$ cat config.mk
export PLATFORM = sky130hd
export DESIGN_NAME = uart_tx_arbiter
export DESIGN_NICKNAME = d
export VERILOG_FILES = /design/src/rtl/uart_tx_arbiter.sv
export SDC_FILE = /design/constraint.sdc
export NUM_CORES = 1
export LEC_CHECK = 0
export ABC_AREA = 1
export BUFFER_PORTS_ARGS = -buffer_cell sky130_fd_sc_hd__buf_4
export CORE_ASPECT_RATIO = 1.25
export CORE_MARGIN = 2
export CORE_UTILIZATION = 30
export CTS_BUF_LIST = sky130_fd_sc_hd__clkbuf_8
export DETAILED_ROUTE_END_ITERATION = 6
export PLACE_DENSITY = 0.62
export SLEW_MARGIN = 30
export SYNTH_ARGS = -nofsm -noshare
export SYNTH_HDL_FRONTEND = slang
export SYNTH_SLANG_ARGS = --single-unit
$ cat constraint.sdc
create_clock -name clk -period 1.9 [get_ports clk]
set_clock_uncertainty 0.15 [all_clocks]
set_input_delay 0.38 -clock clk [delete_from_list [all_inputs] [get_ports clk]]
set_output_delay 0.38 -clock clk [all_outputs]
set_load 0.02 [all_outputs]
$ cat src/rtl/uart_tx_arbiter.sv
`default_nettype none
// +----------------------------------------------------------------------------+
// | uart_tx_arbiter: round-robin scheduler sharing one UART transmitter among |
// | N_REQ byte producers, with inter-frame gap and BUSY watchdog.             |
// | Revision: 1.0                                                             |
// +----------------------------------------------------------------------------+
module uart_tx_arbiter #(
  parameter int N_REQ   = 4,
  parameter int D_W     = 8,
  parameter int GAP_CYC = 16,
  parameter int TIMEOUT = 65535
) (
  input  logic                     clk,
  input  logic                     rst_n,
  input  logic [N_REQ-1:0]         req_valid,
  input  logic [N_REQ*D_W-1:0]     req_data,
  output logic [N_REQ-1:0]         req_ready,
  output logic                     tx_start,
  output logic [D_W-1:0]           tx_byte,
  input  logic                     tx_done,
  output logic [$clog2(N_REQ)-1:0] grant_idx,
  output logic                     busy,
  output logic                     timeout_err,
  input  logic                     err_clr
);

  localparam int c_IDX_W = $clog2(N_REQ);
  localparam int c_WD_W  = ($clog2(TIMEOUT) > 0) ? $clog2(TIMEOUT) : 1;
  localparam int c_GAP_W = ($clog2(GAP_CYC + 1) > 0) ? $clog2(GAP_CYC + 1) : 1;

  localparam logic [c_WD_W-1:0]  c_WD_LAST  = c_WD_W'(TIMEOUT - 1);
  localparam logic [c_GAP_W-1:0] c_GAP_LAST = c_GAP_W'((GAP_CYC > 0) ? GAP_CYC - 1 : 0);

  localparam logic [1:0] c_IDLE   = 2'd0;
  localparam logic [1:0] c_LAUNCH = 2'd1;
  localparam logic [1:0] c_BUSY   = 2'd2;
  localparam logic [1:0] c_GAP    = 2'd3;

  logic [1:0]         r_state;
  logic [1:0]         w_state_nxt;
  logic [c_IDX_W-1:0] r_rr_ptr;
  logic [c_IDX_W-1:0] r_grant_idx;
  logic [D_W-1:0]     r_tx_byte;
  logic [c_WD_W-1:0]  r_wdog;
  logic [c_GAP_W-1:0] r_gap;
  logic               r_done_q;
  logic               r_timeout_err;

  logic [c_IDX_W-1:0] w_win;
  logic [c_IDX_W-1:0] w_cand;
  logic               w_any;
  logic               w_done_evt;
  logic               w_wd_hit;
  logic               w_to_set;
  logic [D_W-1:0]     w_data [N_REQ];

  for (genvar gi = 0; gi < N_REQ; gi++) begin : g_unpack
    assign w_data[gi] = req_data[gi*D_W +: D_W];
  end

  function automatic logic [c_IDX_W-1:0] f_wrap(input logic [c_IDX_W-1:0] base, input int k);
    int s;
    s = (int'(base) + k) % N_REQ;
    return c_IDX_W'(s);
  endfunction

  // Scan starts one past the last winner so every requester is reached within N_REQ grants.
  always_comb begin
    w_win  = '0;
    w_cand = '0;
    w_any  = 1'b0;
    for (int k = 1; k <= N_REQ; k++) begin
      w_cand = f_wrap(r_rr_ptr, k);
      if (!w_any && req_valid[w_cand]) begin
        w_any = 1'b1;
        w_win = w_cand;
      end
    end
  end

  // Only a rising edge completes a frame, so a level left high from the last frame is ignored.
  assign w_done_evt = tx_done & ~r_done_q;
  assign w_wd_hit   = (r_wdog == c_WD_LAST);
  assign w_to_set   = (r_state == c_BUSY) && !w_done_evt && w_wd_hit;

  always_ff @(posedge clk or negedge rst_n) begin
    if (!rst_n) r_state <= c_IDLE;
    else        r_state <= w_state_nxt;
  end

  always_comb begin
    w_state_nxt = r_state;
    case (r_state)
      c_IDLE:   if (w_any) w_state_nxt = c_LAUNCH;
      c_LAUNCH: w_state_nxt = c_BUSY;
      c_BUSY:   if (w_done_evt || w_wd_hit) w_state_nxt = (GAP_CYC == 0) ? c_IDLE : c_GAP;
      c_GAP:    if (r_gap == c_GAP_LAST) w_state_nxt = c_IDLE;
      default:  w_state_nxt = c_IDLE;
    endcase
  end

  always_comb begin
    req_ready = '0;
    tx_start  = 1'b0;
    busy      = (r_state != c_IDLE);
    if (r_state == c_IDLE && w_any && rst_n) req_ready[w_win] = 1'b1;
    if (r_state == c_LAUNCH) tx_start = 1'b1;
  end

  always_ff @(posedge clk or negedge rst_n) begin
    if (!rst_n) begin
      r_rr_ptr      <= c_IDX_W'(N_REQ - 1);
      r_grant_idx   <= '0;
      r_tx_byte     <= '0;
      r_wdog        <= '0;
      r_gap         <= '0;
      r_done_q      <= 1'b0;
      r_timeout_err <= 1'b0;
    end else begin
      r_done_q <= tx_done;
      case (r_state)
        c_IDLE: begin
          if (w_any) begin
            r_tx_byte   <= w_data[w_win];
            r_grant_idx <= w_win;
            r_rr_ptr    <= w_win;
          end
        end
        c_LAUNCH: r_wdog <= '0;
        c_BUSY: begin
          if (w_done_evt || w_wd_hit) r_gap  <= '0;
          else                        r_wdog <= r_wdog + 1'b1;
        end
        default: begin
          if (r_gap != c_GAP_LAST) r_gap <= r_gap + 1'b1;
        end
      endcase
      if (w_to_set)     r_timeout_err <= 1'b1;
      else if (err_clr) r_timeout_err <= 1'b0;
    end
  end

  assign tx_byte     = r_tx_byte;
  assign grant_idx   = r_grant_idx;
  assign timeout_err = r_timeout_err;

endmodule
`default_nettype wire

==> results of run 1 <==
==> worst max path at each step <==
stage                      startpoint            to  slack [ns]  depth (start not counted)
after floorplan           r_rr_ptr[0]  req_ready[0]       -0.34                         12
after global placement    r_rr_ptr[0]  req_ready[0]       -0.40                         12
after detailed placement  r_rr_ptr[0]  req_ready[0]       -0.47                         11
after CTS                 r_rr_ptr[0]  req_ready[1]       -0.71                         11
after global routing      r_rr_ptr[0]  req_ready[0]       -0.86                         12
final                     r_rr_ptr[0]  req_ready[0]       -0.74                         12
==> metal layers <==
layer	vias up	global-route usage	wire, um	share of wire
met4	0	0.05022	114	0.016
met5	-	0	0	0
li1	1387	-	-	-
met2	79	0.2857	3719	0.52
met1	1223	0.1706	2973	0.41
met3	14	0.02771	392	0.054
==> layout by cell type (no fill, tap or decap), drive strengths merged, types with 2 or more instances in the layout <==
master / n
nand4: 6
bufinv: 2
nor3: 10
o21ai: 13
nand3: 35
o31ai: 6
nand2: 158
ha: 8
buf: 119
a21oi: 12
xor2: 6
nor2: 17
dfrtp: 35
inv: 34
dfstp: 2
clkbuf: 5
==> state kept, by name (all words and copies together), names as in the netlist <==
register,flops
r_done_q,1
grant_idx,2
r_state,2
r_gap,5
r_rr_ptr,2
tx_byte,8
r_wdog,16
timeout_err,1
==> cell type report <==
cell class / instances / share of cell area
inverter: 34 / 0.03705
multi-input combinational: 278 / 0.4229
clock inverter: 3 / 0.01727
sequential: 37 / 0.2330
tap: 97 / 0.03046
clock buffer: 5 / 0.01727
timing repair buffer: 119 / 0.2421
==> repair_timing <==
| item | in CTS | in global routing |
|---|---|---|
| resized for setup | 30 | 57 |
| setup buffers | 6 | 20 |
| pin swaps | 5 | 18 |
| setup endpoints to repair | 21 | 37 |
==> worst register-to-register path, stage by stage, from the launching register on <==
cell and delay (ns):
dfstp_2 0.59, buf_4 0.14, nand2_1 0.06, nand2_2 0.08
nand2_2 0.06, nand2_4 0.09, nor2_1 0.06, a21boi_2 0.22
nand2_2 0.10, a21oi_4 0.20, buf_4 0.20, nand2_1 0.07
nand2_1 0.07, nand2_1 0.05, nand2_1 0.05
==> kinds of logic after synthesis <==
logic type	count (synthesis)	synth area share
AOI/OAI and AO/OA	35	0.08638
adders and majority gates	8	0.03949
buffers and inverters	46	0.08933
DFF	37	0.3662
and+or+nand+nor	228	0.3944
xor gates and xnor gates	7	0.02419
==> through the flow <==
step	cell area [um^2]	util	hold slack, ns	cells
global placement	3386	0.4109	0.3126	545
detailed placement	3386	0.4109	0.3167	545
global route	3985	0.4836	0.04733	573
floorplan	2615	-	-0.06559	361
finish	3985	0.4836	0.03432	573
CTS	3675	0.4459	0.04214	559
==> power groups by stage <==
stage	registers, mW	clock network [mW]	logic (mW)
6_report	1.18	0.838	5.32
5_1_grt	1.21	0.898	5.89
4_1_cts	1.19	0.864	4.70
3_5_place_dp	1.20	0	4.26
3_3_place_gp	1.19	0	4.17
2_1_floorplan	1.29	0	2.86
==> metrics.yaml, run 1 <==
timing:
  layout_worst_path_cycle_share: 1.389
  timing.final.crit_period_ns: 2.640
  timing.fmax_ghz: 0.3788
  report.final.slew_viol_count: 0
  max_slew_margin: 0.6800
  timing.final.ws_setup_ns: -0.7396
  least_margin_pin_slew_ns: 0.4801
  setup_tns_ns: -6.709
  number_of_hold_violations_in_the_final_report: 0
  timing.final.setup_violations: 19
  grt_setup_unrepaired: "true"
clock_tree:
  cts_htree_levels: 2
  cts_buffer_depth: 2
  clock_latency_late_sink_ns: 0.30
  cts_inserted_buffers: 5
  cts_tree: "yes"
  cts-root-buf: "clkbuf_8"
  worst_setup_hold_path_clk_slew_ns: 0.09
  cts_hold_buf: 0
  cts.sink_count: 37
worst_setup_path:
  crit_chain: "clkinv_4 -> nand2_2 -> nand2_2 -> nand2_2 -> nand2_4 -> nor2_4 -> nand3_4 -> buf_6 -> nand2_8 -> inv_8 -> nor3_4 -> buf_6"
  path_max_fanout: 7
  timing.critical_path.from_type: "flip-flop"
  timing.critical_path.to_type: "output pin"
  logic_depth_of_the_worst_register_to_register_path: 14
  critical_path.most_common_cell: "nand2_2"
  r2r_start: "r_rr_ptr[0]"
  r2r_setup_slack_ns: -0.35
  critical_path_arrival_ns: 2.11
  r2r_end: "tx_byte[0]"
  worstSetupPathType: "flip-flop to output pin"
  critical_path_buf_inv_count: 4
  family_of_cells_with_the_greatest_summed_delay_on_the_critical_path: "simple AND/OR/NAND/NOR gates"
  slowest_delay_ns: 0.59
  critical_path_required_ns: 1.37
  crit_path_top_delay_cell: "dfstp_2"
logic_synthesis:
  post_synth_most_frequent_cells: "150 x nand2_1, 35 x dfrtp_1, 33 x nand3_1"
  netlist.top_cell.by_area: "dfrtp_1"
  synth_edf_count: 0
  seq_area_frac_synth: 0.3662
  number_of_warnings_issued_by_yosys: 0
  synth_most_common_cell: "nand2_1"
  yosysUniqueCellTypes: 35
  synth_top_cell_area_share: 0.3455
  synth.top_cells.by_area: "dfrtp_1 35%, nand2_1 22%, nand3_1 6.5%"
  async_reset_ff_frac: 1.000
  yosys_most_used_dff: "dfrtp_1"
  synth_nets: 409
  ys_seq_elements: 37
  mappedNetlistArea_um2: 2535
  syn_avg_cell_area_um2: 7.022
  synthCells: 361
grt:
  grt_max_degree: 38
  grt_pass1_wl_um: 11390
  grt.total_usage: 0.1523
  antenna_found_initial: 0
  global_route.overflow_total: 0
  first_global_vias: 2684
cells_and_area:
  syn2layout_area_growth_pct: 57.21
  num_antenna_cells: 0
  sequential_cell_area_um2: 928.4
  drive_gt1_frac: 0.4412
  final_net_count: 523
  multiInputGateArea_um2: 1685
  fillerInstances: 804
drt:
  drt_iter0_drc: 86
  post_drt_wl_per_cell_um: 12.56
  detail_route.vias_per_cell: 4.717
  dr_total_vias: 2703
  antenna_violating_nets_post_route: 0
  route.detailed.drc: 0
  routed_wirelength_um: 7199
  firstDrtPassIters: 4
run:
  drv_cap: 0
run_status:
  failing_checks: "negative setup slack"
  outcome: "finished, violations left"
hold_path:
  hold_path_class: "primary input to asynchronous set/reset pin"
floorplan:
  floorplan.rows: 37
  floorplan.io_pins: 57
  dieHeight_um: 106.8
  die_x_um: 86.22
  core-area_um2: 8240
  die_area_um2: 9206
  start_util: 0.3076
power:
  max-vdd-ir-drop_v: 0.0006458
  total_power_mw: 7.344
  power.density_nw_per_um2: 1843
  seqPwrFrac: 0.161
  p_switching_mw: 3.500
  power.internal_mw: 3.844
  power_switching_share: 0.4766
  comb_power_share: 0.725
  clkPwrFrac: 0.114
  power.static_leakage_nw: 2.018
placement:
  preCtsSetupSlack_ns: -0.4739
  io_buffers: 56
  detailed_place_hpwl_um: 5258
  globalplace.congestion: 0.8782
(Power assumes the default switching activity.)
==> run 2, diff against run 1 <==
--- a/config.mk
+++ b/config.mk
@@ -6,13 +6,12 @@
 export NUM_CORES = 1
 export LEC_CHECK = 0
 export ABC_AREA = 1
-export BUFFER_PORTS_ARGS = -buffer_cell sky130_fd_sc_hd__buf_4
 export CORE_ASPECT_RATIO = 1.25
 export CORE_MARGIN = 2
 export CORE_UTILIZATION = 30
-export CTS_BUF_LIST = sky130_fd_sc_hd__clkbuf_8
 export DETAILED_ROUTE_END_ITERATION = 6
-export PLACE_DENSITY = 0.62
+export DONT_BUFFER_PORTS = 1
+export PLACE_DENSITY = 0.56
 export SLEW_MARGIN = 30
 export SYNTH_ARGS = -nofsm -noshare
 export SYNTH_HDL_FRONTEND = slang
==> metrics.yaml, run 2 (synthesis gave the netlist of run 1 again) <==
run_status:
  outcome: "finished, violations left"
  failing_checks: "negative setup slack"
timing:
  whs_ns: 0.04887  # +0.01455 ns
  least_margin_pin_slew_ns: 0.3803  # -0.09978 ns
  layout_worst_path_cycle_share: 1.389  # about the same
  grt_setup_unrepaired: "true"
  max_slew_margin: 0.7441  # +0.06418
  timing.fmax_ghz: 0.3790  # about the same
  report.final.slew_viol_count: 0  # unchanged
  timing.final.crit_period_ns: 2.639  # -0.001036 ns
  timing.final.ws_setup_ns: -0.7386  # +0.001036 ns
  timing.final.setup_violations: 18  # -1
  number_of_hold_violations_in_the_final_report: 0  # unchanged
clock_tree:
  cts.sink_count: 37  # unchanged
  cts-root-buf: "clkbuf_8"
  cts_buffer_depth: 2  # unchanged
  cts_htree_levels: 2  # unchanged
  cts_tree: "yes"
  cts_inserted_buffers: 5  # unchanged
  clock_latency_late_sink_ns: 0.29  # about the same
  worst_setup_hold_path_clk_slew_ns: 0.07  # -0.02 ns
floorplan:
  die_area_um2: 9206  # unchanged
  floorplan.io_pins: 57  # unchanged
  dieHeight_um: 106.8  # unchanged
  start_util: 0.3076  # unchanged
  die_x_um: 86.22  # unchanged
  core-area_um2: 8240  # unchanged
  floorplan.rows: 37  # unchanged
worst_setup_path:
  r2r_start: "r_rr_ptr[0]"
  worstSetupPathType: "flip-flop to output pin"
  critical_path_buf_inv_count: 3  # -1
  critical_path_required_ns: 1.37  # about the same
  timing.critical_path.from_type: "flip-flop"
  slowest_delay_ns: 0.62  # +0.03 ns
  r2r_end: "tx_byte[0]"
  crit_chain: "buf_4 -> nand2_1 -> nand3_2 -> nand2_2 -> inv_2 -> nor2_4 -> nand3_4 -> nand2_2 -> inv_2 -> nand2_4 -> nor3_4"
  path_max_fanout: 5  # -2
  r2r_setup_slack_ns: -0.62  # -0.27 ns
  family_of_cells_with_the_greatest_summed_delay_on_the_critical_path: "simple AND/OR/NAND/NOR gates"
  crit_path_top_delay_cell: "dfstp_2"
  critical_path_arrival_ns: 2.11  # about the same
  logic_depth_of_the_worst_register_to_register_path: 18  # +4
  timing.critical_path.to_type: "output pin"
placement:
  placedCellCount: 494  # -9.4%
  placedInstanceArea_um2: 3003  # -11%
  detailed_place_hpwl_um: 4862  # -7.5%
  io_buffers: 0  # -100%
  globalplace.congestion: 0.8569  # -2.4%
cells_and_area:
  mostFrequentLayoutCell: "nand2_1"
  design_area_um2: 3427  # -14%
  largest_register_ff_count: 16  # unchanged
  top_register: "r_wdog"
  drive_gt1_frac: 0.3325  # -0.1086
  layout_common_cells: "131 x nand2_1, 47 x buf_4, 35 x dfrtp_1"
  num_antenna_cells: 0  # unchanged
  syn2layout_area_growth_pct: 35.19
  final_net_count: 465  # -11%
  instances_no_fill: 515  # -10%
hold_path:
  min_delay_worst_endpoint: "timeout_err"
  timing.hold.worst_path_depth: 1
  timing.hold.worst.start: "err_clr"
  hold_path_class: "primary input to flip-flop"
drt:
  antenna_violating_nets_post_route: 0  # unchanged
  firstDrtPassIters: 4  # unchanged
  detail_route.vias_per_cell: 4.717  # about the same
  routed_wirelength_um: 6567  # -8.8%
  drt_iter0_drc: 86  # unchanged
  post_drt_wl_per_cell_um: 12.75  # +1.5%
  route.detailed.drc: 0  # unchanged
  dr_total_vias: 2429  # -10%
grt:
  antenna_found_initial: 0  # unchanged
  global_route.overflow_total: 0  # unchanged
  grt.total_usage: 0.1432  # -0.009183
  first_global_vias: 2390  # -11%
  grt_pass1_wl_um: 10560  # -7.3%
  grt_max_degree: 38  # unchanged
power:
  max-vdd-ir-drop_v: 0.0006597  # +2.1%
  power.static_leakage_nw: 1.665  # -17%
  power.density_nw_per_um2: 1888  # +2.4%
run:
  drv_cap: 0  # unchanged
-- run 2: worst reg2reg max path: stages (launching register included) --
cell and delay, ns:
dfstp_2 0.62, inv_6 0.08, nand2_1 0.09, nand2_2 0.06, nand2_2 0.08, nand2_4 0.07
nor2_4 0.16, nand3_4 0.14, buf_4 0.17, buf_6 0.10, buf_6 0.10, buf_6 0.11
buf_8 0.14, nand3_1 0.09, nand2_1 0.06, nand2_1 0.05, nand2_1 0.05, nand2_1 0.05
nand2_1 0.05
-- run 2: timing repair --
action	in CTS	in global routing
endpoints found under the hold margin	38	0
setup endpoints to repair	28	36
pin swaps	8	15
hold buffers	3	0
resized for setup	35	25
gates cloned	0	0
setup buffers	5	8
-- run 2: worst max path at each step --
stage	startpoint	to	slack (ns)	cells after the start
detailed placement	r_rr_ptr[0]	req_ready[1]	-0.40	8
floorplan	r_rr_ptr[0]	req_ready[0]	-0.34	12
finish	r_rr_ptr[0]	req_ready[0]	-0.74	11
global placement	r_rr_ptr[0]	req_ready[1]	-0.35	10
CTS	r_rr_ptr[0]	req_ready[2]	-0.66	10
global route	r_rr_ptr[0]	req_ready[0]	-0.83	11
-- run 2: through the flow --
stage | utilization | setup TNS (ns) | power, mW | setup WS [ns]
floorplan | - | -1.976 | 4.151 | -0.3443
global placement | 0.3644 | -4.150 | 5.028 | -0.3486
detailed placement | 0.3644 | -5.340 | 5.130 | -0.4001
CTS | 0.3990 | -6.082 | 6.195 | -0.6627
global route | 0.4159 | -11.92 | 7.097 | -0.8333
finish | 0.4159 | -9.349 | 6.469 | -0.7386
-- run 2: cell type report --
cell class	instances	area [um^2]
fill	844	4813
multi-input combinational	278	1622
sequential	37	928.4
timing repair buffer	61	520.5
inverter	34	148.9
tap	97	121.4
clock buffer	5	68.82
clock inverter	3	17.52
-- run 2: power breakdown --
group	switching [mW]	internal (mW)
Sequential	0.302	1.03
Clock	0.287	0.253
Combinational	2.70	1.90
-- run 2: routing by layer --
layer / vias up / track usage / wire length (um)
li1: 1261 / - / -
met1: 1097 / 0.1516 / 2669
met2: 62 / 0.2774 / 3402
met3: 9 / 0.03002 / 365
met4: 0 / 0.04353 / 129
met5: - / 0 / 0
